==> config.mk <==
export PLATFORM = sky130hd
export DESIGN_NAME = noc_injector
export DESIGN_NICKNAME = d
export VERILOG_FILES = /design/src/rtl/noc_injector.sv
export SDC_FILE = /design/constraint.sdc
export NUM_CORES = 1
export LEC_CHECK = 0
export BUFFER_PORTS_ARGS = -buffer_cell sky130_fd_sc_hd__clkbuf_2
export CAP_MARGIN = 0
export CORE_MARGIN = 4
export CORE_UTILIZATION = 29
export CTS_BUF_LIST = sky130_fd_sc_hd__clkbuf_8
export CTS_CLUSTER_DIAMETER = 60
export DETAILED_ROUTE_END_ITERATION = 12
export SYNTH_ARGS = -nofsm -noshare
export SYNTH_HDL_FRONTEND = slang
export SYNTH_SLANG_ARGS = --single-unit
==> constraint.sdc <==
create_clock -name clk -period 2.45 [get_ports clk]
set_input_delay 0.3675 -clock clk [delete_from_list [all_inputs] [get_ports clk]]
set_output_delay 0.3675 -clock clk [all_outputs]
set_load 0.02 [all_outputs]
==> src/rtl/noc_injector.sv <==
// -----------------------------------------------------------------------------
// noc_injector
// Packetising transmitter for one router local input port of the ring NoC.
// It accepts a command (destination, body length) and emits a header flit.
// It then streams body words from a valid/ready interface as body flits.
// It throttles itself against the local FIFO's full/almost_full flags and
// counts completed packets.
//
// Ports
//   clk, reset              clock, asynchronous active-high reset
//   cmd_valid/cmd_ready     command handshake (accepted only in IDLE)
//   cmd_dest, cmd_len       destination router id, number of body flits
//   data_valid/data_ready   body word handshake (data_ready is combinational)
//   data_in                 body payload, WIDTH-2 bits
//   write, dataOut          registered write strobe and flit to the NoC FIFO
//   full, almost_full       FIFO status from the NoC local input
//   busy                    packet in progress or flit still on write
//   pkt_count               completed packets, wraps 255 -> 0
//
// Header layout: [WIDTH-1:WIDTH-2]=dest, [WIDTH-3:WIDTH-4]=SRC_ID,
// [LENWIDTH-1:0]=len, other bits zero (LENWIDTH must not exceed WIDTH-4).
// Body layout:   {dest, data_in}.
// -----------------------------------------------------------------------------
module noc_injector #(
  parameter int unsigned WIDTH    = 16,
  parameter int unsigned LENWIDTH = 4,
  parameter logic [1:0]  SRC_ID   = 2'b00
) (
  input  logic                clk,
  input  logic                reset,
  input  logic                cmd_valid,
  output logic                cmd_ready,
  input  logic [1:0]          cmd_dest,
  input  logic [LENWIDTH-1:0] cmd_len,
  input  logic                data_valid,
  output logic                data_ready,
  input  logic [WIDTH-3:0]    data_in,
  output logic                write,
  output logic [WIDTH-1:0]    dataOut,
  input  logic                full,
  input  logic                almost_full,
  output logic                busy,
  output logic [7:0]          pkt_count
);

  localparam int unsigned CNT_W = 8;

  typedef enum logic [1:0] {
    ST_IDLE = 2'd0,
    ST_HEAD = 2'd1,
    ST_BODY = 2'd2
  } state_e;

  state_e              r_state;
  state_e              w_state_next;

  logic [1:0]          r_dest;
  logic [LENWIDTH-1:0] r_len;
  logic [LENWIDTH-1:0] r_cnt;
  logic                r_write;
  logic [WIDTH-1:0]    r_data;
  logic [CNT_W-1:0]    r_pkt_count;

  logic                w_can_write;
  logic                w_cmd_ready;
  logic                w_data_ready;
  logic                w_accept;
  logic                w_issue;
  logic                w_cnt_dec;
  logic                w_pkt_done;
  logic [WIDTH-1:0]    w_flit;
  logic [WIDTH-1:0]    w_head_flit;
  logic [WIDTH-1:0]    w_body_flit;

  // The flit on write this cycle is not yet counted by the FIFO, so with
  // almost_full it already occupies the last free slot.
  assign w_can_write = ~full & ~(almost_full & r_write);

  // Header flit assembly from the latched command.
  always_comb begin
    w_head_flit                 = '0;
    w_head_flit[WIDTH-1 -: 2]   = r_dest;
    w_head_flit[WIDTH-3 -: 2]   = SRC_ID;
    w_head_flit[LENWIDTH-1:0]   = r_len;
  end

  assign w_body_flit = {r_dest, data_in};

  // State register.
  always_ff @(posedge clk or posedge reset) begin
    if (reset) begin
      r_state <= ST_IDLE;
    end else begin
      r_state <= w_state_next;
    end
  end

  // Next-state logic.
  always_comb begin
    w_state_next = r_state;
    case (r_state)
      ST_IDLE: begin
        if (cmd_valid) begin
          w_state_next = ST_HEAD;
        end
      end
      ST_HEAD: begin
        if (w_can_write) begin
          w_state_next = (r_len == '0) ? ST_IDLE : ST_BODY;
        end
      end
      ST_BODY: begin
        if (data_valid && w_can_write && (r_cnt == LENWIDTH'(1))) begin
          w_state_next = ST_IDLE;
        end
      end
      default: w_state_next = ST_IDLE;
    endcase
  end

  // Output / issue decode.
  always_comb begin
    w_cmd_ready  = 1'b0;
    w_data_ready = 1'b0;
    w_accept     = 1'b0;
    w_issue      = 1'b0;
    w_cnt_dec    = 1'b0;
    w_pkt_done   = 1'b0;
    w_flit       = w_head_flit;
    case (r_state)
      ST_IDLE: begin
        w_cmd_ready = 1'b1;
        w_accept    = cmd_valid;
      end
      ST_HEAD: begin
        if (w_can_write) begin
          w_issue    = 1'b1;
          w_flit     = w_head_flit;
          w_pkt_done = (r_len == '0);
        end
      end
      ST_BODY: begin
        w_data_ready = w_can_write;
        if (data_valid && w_can_write) begin
          w_issue    = 1'b1;
          w_flit     = w_body_flit;
          w_cnt_dec  = 1'b1;
          w_pkt_done = (r_cnt == LENWIDTH'(1));
        end
      end
      default: begin
        w_cmd_ready = 1'b0;
      end
    endcase
  end

  // Command latch, remaining-body counter, flit output register, packet counter.
  always_ff @(posedge clk or posedge reset) begin
    if (reset) begin
      r_dest      <= '0;
      r_len       <= '0;
      r_cnt       <= '0;
      r_write     <= 1'b0;
      r_data      <= '0;
      r_pkt_count <= '0;
    end else begin
      r_write <= w_issue;
      if (w_issue) begin
        r_data <= w_flit;
      end
      if (w_accept) begin
        r_dest <= cmd_dest;
        r_len  <= cmd_len;
        r_cnt  <= cmd_len;
      end else if (w_cnt_dec) begin
        r_cnt  <= r_cnt - LENWIDTH'(1);
      end
      if (w_pkt_done) begin
        r_pkt_count <= r_pkt_count + CNT_W'(1);
      end
    end
  end

  assign cmd_ready  = w_cmd_ready;
  assign data_ready = w_data_ready;
  assign write      = r_write;
  assign dataOut    = r_data;
  assign pkt_count  = r_pkt_count;
  assign busy       = (r_state != ST_IDLE) | r_write;

endmodule

; Yosys cells after proc, flatten, opt, wreduce, memory -nomap -nowiden
; Index checks and enable logic that the tools add are counted.
[word_totals]
regBits = 37
out_inout_bits = 28
[classes]
addsub = 2
eq_ne = 6
muxes = 19
bitwise = 5
reduce_logical = 7
[op_table]
columns = op, n
row1 = two-way mux 14 bit, 2
row2 = adder 8 x 1 -> 8 bit (second input constant), 1
row3 = two-way mux 1 bit, 8
row4 = two-way mux 2 bit, 4
row5 = two-way mux 4 bit, 2
row6 = inequality test 2 bit (second input constant), 3
row7 = one-hot mux 2 bit (3 select lines), 1
row8 = equality test 4 x 1 -> 1 bit (second input constant), 1
row9 = zero test 4 bit, 1
row10 = one-hot mux 1 bit (2 select lines), 2
row11 = nonzero test 2 bit, 2
row12 = subtractor 4 x 1 -> 4 bit (second input constant), 1
row13 = AND reduction 3 bit, 1
row14 = AND 1 bit, 2
row15 = equality test 2 x 1 -> 1 bit (second input constant), 1
row16 = equality test 2 bit (second input constant), 1
row17 = logical AND 1 bit, 2
row18 = zero test 2 bit, 1
row19 = NOT 1 bit, 2
row20 = bitwise OR 1 bit, 1

; Logic depth before layout (Yosys ltp)
[depth]
depth_word = 8
mapped_depth = 7

; Worst setup path before layout
; Ideal clock, no wire load.
[synth_timing]
path_kind = flip-flop to flip-flop
startpoint = reg r_state[0]
endpoint = reg r_data[15], in the netlist dataOut[15]
setup_time_ns = 0.125
t_arrival_ns = 1.647
t_required_ns = 2.325
path_slack_ns = 0.678
path_stages_with_launch = 7
period_less_slack_ns = 1.772
path_cell_list = dfrtp_1 > inv_1 > ha_1 > and2_0 > o211ai_1 > buf_2 > mux2_2
[synth_between]
elab_chain_len = 2
[synth_lines]
columns = item, line
row1 = from (decl), 54  ; state_e r_state;
row2 = from (signal assigned), 94  ; r_state <= w_state_next;
row3 = equality test 2 bit / equality test 2 x 1 -> 1 bit (equally long branches), 130  ; case (r_state)
row4 = one-hot mux 1 bit (2 select lines) (*), 130
row5 = to (signal assigned), 169  ; r_data <= w_flit;
row6 = to (decl), 61  ; logic [WIDTH-1:0] r_data;
; Mark *: on every way between the ends. The rest lies on a longest branch, timed or not.
; A chain may end at the register's enable or synchronous reset.

; Worst setup path after layout
[layout_timing]
startpoint = reg r_state[0]
endpoint = reg r_data[14], in the netlist dataOut[14]
; The elaborated chain is that of the path after synthesis.

==> impl_results.md <==
- DR WL/cell: 12.9 µm
- Crit Path Category: reg2reg
- Fin. Hold Viols: 0
- Placed inst area: 2060 µm²
- Synth unique cells: 32
- Antenna-violating nets left: 0
- Starting Density: 0.304
- Post-CTS Setup Bufs: 0
- DIE HEIGHT: 84.7 µm
- Final Cycle Share: 0.770
- Yosys warnings: 0
- Arrival @ worst endpoint: 2.05 ns
- Clk buf depth: 2
- Area Growth Syn to Fin: 27.7%
- Max Cap Violations: 0
- Pre-antenna DRT Iters: 4
- Status: finished, final reports clean
- Initial DRC count: 53
- Max FO, Critical Path: 6
- Ports: 54
- Synthesized instance count: 152
- Clock Skews: 0.00753 ns
- Maximum number of pins on one net before global-route repair: 38
- First-pass GRT wire length: 6.22 mm
- Setup TNS: 0 ns
- H-Tree Level Count: 2
- DR vias: 1253
- Max Clk Rate: 530 MHz
- Gr usage total: 0.109
- Top cell type's share of synthesized area: 0.543
- Hold-fix buffers, CTS: 0
- Critical Path End Type: register
- Remaining DRCs: 0
- # fillers: 583
- Final instance area: 2180 µm²
- # nets final: 243
- Non-Filler Instances: 283
- Initial antenna violation count: 0
- Clk_lat worst skew: 0.28 ns
- Gp weighted congestion: 0.716
- Ratio of cells with drive above 1 in the final layout: 0.351
- Cell taking the most area after synthesis: dfrtp_1
- Post-CTS resize count: 0
- VDD IR max: 0.475 mV
- CP Launch Type: register
- Slew Viols, Final: 0
- Setup-failing EPs final: 0
- Core Area: 5610 µm²
- Seq/Total Area, Yosys: 0.543
- Die footprint: 7170 µm²
- Worst EP required: 2.62 ns
- Dpl cells: 275
- # port buffers: 53
- ANT cells: 0
- Root buffer cell: clkbuf_8
- # rows: 27
- Min-delay worst type: in2async
- RSZ-0062 raised after global routing: no
- Minimum clock period: 1.89 ns
- Number of synthesized register bits: 37
- Clock buffer count from CTS: 5
- Ranking of synthesized cells by area: dfrtp_1 54%, nand2_1 5.5%, a22o_1 5.1%
- Wirelength, routed: 3.65 mm
- Avg Vias per Cell: 4.43
- PwrDens: 1180 nW/µm²
- Slew of the pin with the lowest slew margin: 0.486 ns
- Grt ovf: 0
- Static Leak: 1.13 nW
- CTS tree: built
- Vias in the first global route: 1318
- Worst-path clk slew: 0.08 ns
- Post-Syn Area: 1710 µm²
- Max-slew headroom: 0.675
- HPWL after detailed placement: 2.74 mm
- Clk sinks: 37
- Syn nets: 185
- Die W: 84.7 µm
- Avg Cell Area, Syn: 11.2 µm²
-- cells in the mapped netlist, drive strengths merged --
cell    count
o211ai      1
nand3       7
nand2      25
and2        5
a22o       10
mux2        4
nor4        3
a21oi       3
and3        1
a21o        1
buf         2
dfrtp      37
a22oi       1
or2         1
nand2b      2
nand4       1
o22ai       1
clkbuf      3
xor2        8
o21ai       8
xnor2       2
and4bb      1
nor3        3
nor4b       1
nor2        2
mux2i       5
ha          7
inv         7
-- logic make-up (layout without fill, tap and decap cells) --
family | after synthesis | after routing | share of synthesized area
AOI/OAI and AO/OA | 25 | 25 | 0.106
buffers and inverters | 12 | 71 | 0.0279
and+or+nand+nor | 52 | 52 | 0.163
DFF | 37 | 37 | 0.543
muxes | 9 | 9 | 0.0580
xor gates and xnor gates | 10 | 10 | 0.0514
adders and majority gates | 7 | 7 | 0.0514
-- path summary, 6_finish.rpt --
check / slack [ns] / depth (start not counted) / end / from
min in group clk: 0.28 / 3 / r_dest[0]$_DFFE_PP0P_ / cmd_dest[0]
worst max register to register: 0.56 / 5 / dataOut[14]$_DFFE_PP0P_ / r_state[0]$_DFFE_PP0P_
worst min-delay path: 0.15 / 3 / dataOut[5]$_DFFE_PP0P_ / reset
worst min register to register: 0.47 / 1 / pkt_count[7]$_DFFE_PP0P_ / pkt_count[7]$_DFFE_PP0P_
max in group asynchronous: 1.96 / 3 / pkt_count[7]$_DFFE_PP0P_ / reset
worst max-delay path: 0.56 / 5 / dataOut[14]$_DFFE_PP0P_ / r_state[0]$_DFFE_PP0P_
-- stage by stage --
| step | total power, W | setup WS [ns] | hold slack (ns) | util |
|---|---|---|---|---|
| global placement | 0.00205 | 0.590 | 0.460 | 0.368 |
| global route | 0.00278 | 0.423 | 0.200 | 0.388 |
| CTS | 0.00262 | 0.511 | 0.173 | 0.388 |
| floorplan | 0.00173 | 0.678 | 0.442 | - |
| finish | 0.00256 | 0.563 | 0.154 | 0.388 |
| detailed placement | 0.00207 | 0.515 | 0.466 | 0.368 |
-- layer usage --
metal	vias up	share of wire	global-route usage
met1	582	0.46	0.133
met4	0	0.0052	0.0331
li1	639	-	-
met2	30	0.48	0.184
met3	2	0.052	0.0304
met5	-	0	0
-- sequential cells by signal (all words and copies together), names as in the netlist --
register	cells
r_cnt	4
r_state	2
r_dest	2
pkt_count	8
write	1
r_len	4
dataOut	16
-- critical path: stages, from the launching register on --
cell      delay [ns]
dfrtp_1         0.37
inv_1           0.08
ha_1            0.25
and2_0          0.25
o211ai_1        0.45
mux2_2          0.39
-- power breakdown --
group	leakage, nW	switching (W)	internal (W)
Sequential	0.483	0.000172	0.000843
Clock	0.0543	0.000223	0.000305
Combinational	0.597	0.000596	0.000421
Total	1.13	0.000991	0.00157
-- layout by cell type, fill, tap and decap left out, types with 2 or more instances in the layout --
cell       n
clkbuf_2  53
dfrtp_1   37
nand2_1   25
a22o_1    10
xor2_1     8
o21ai_0    8
nand3_1    7
inv_1      7
ha_1       7
mux2i_1    5
clkbuf_8   5
and2_1     4
nor3_1     3
mux2_2     3
buf_4      3
nor2_1     2
nor4_1     2
a21oi_1    2
nand2b_1   2
xnor2_1    2
-- layout make-up --
cell class | instances | area (µm²) | share of cell area
flip-flops and latches | 37 | 926 | 0.425
multi-input cells | 103 | 732 | 0.336
repair buffers | 56 | 288 | 0.132
well taps | 72 | 90.1 | 0.0414
clock buffers | 5 | 68.8 | 0.0316
clock inverters | 3 | 46.3 | 0.0213
inverters | 7 | 26.3 | 0.0121
Power figures use the tool's default switching activity.
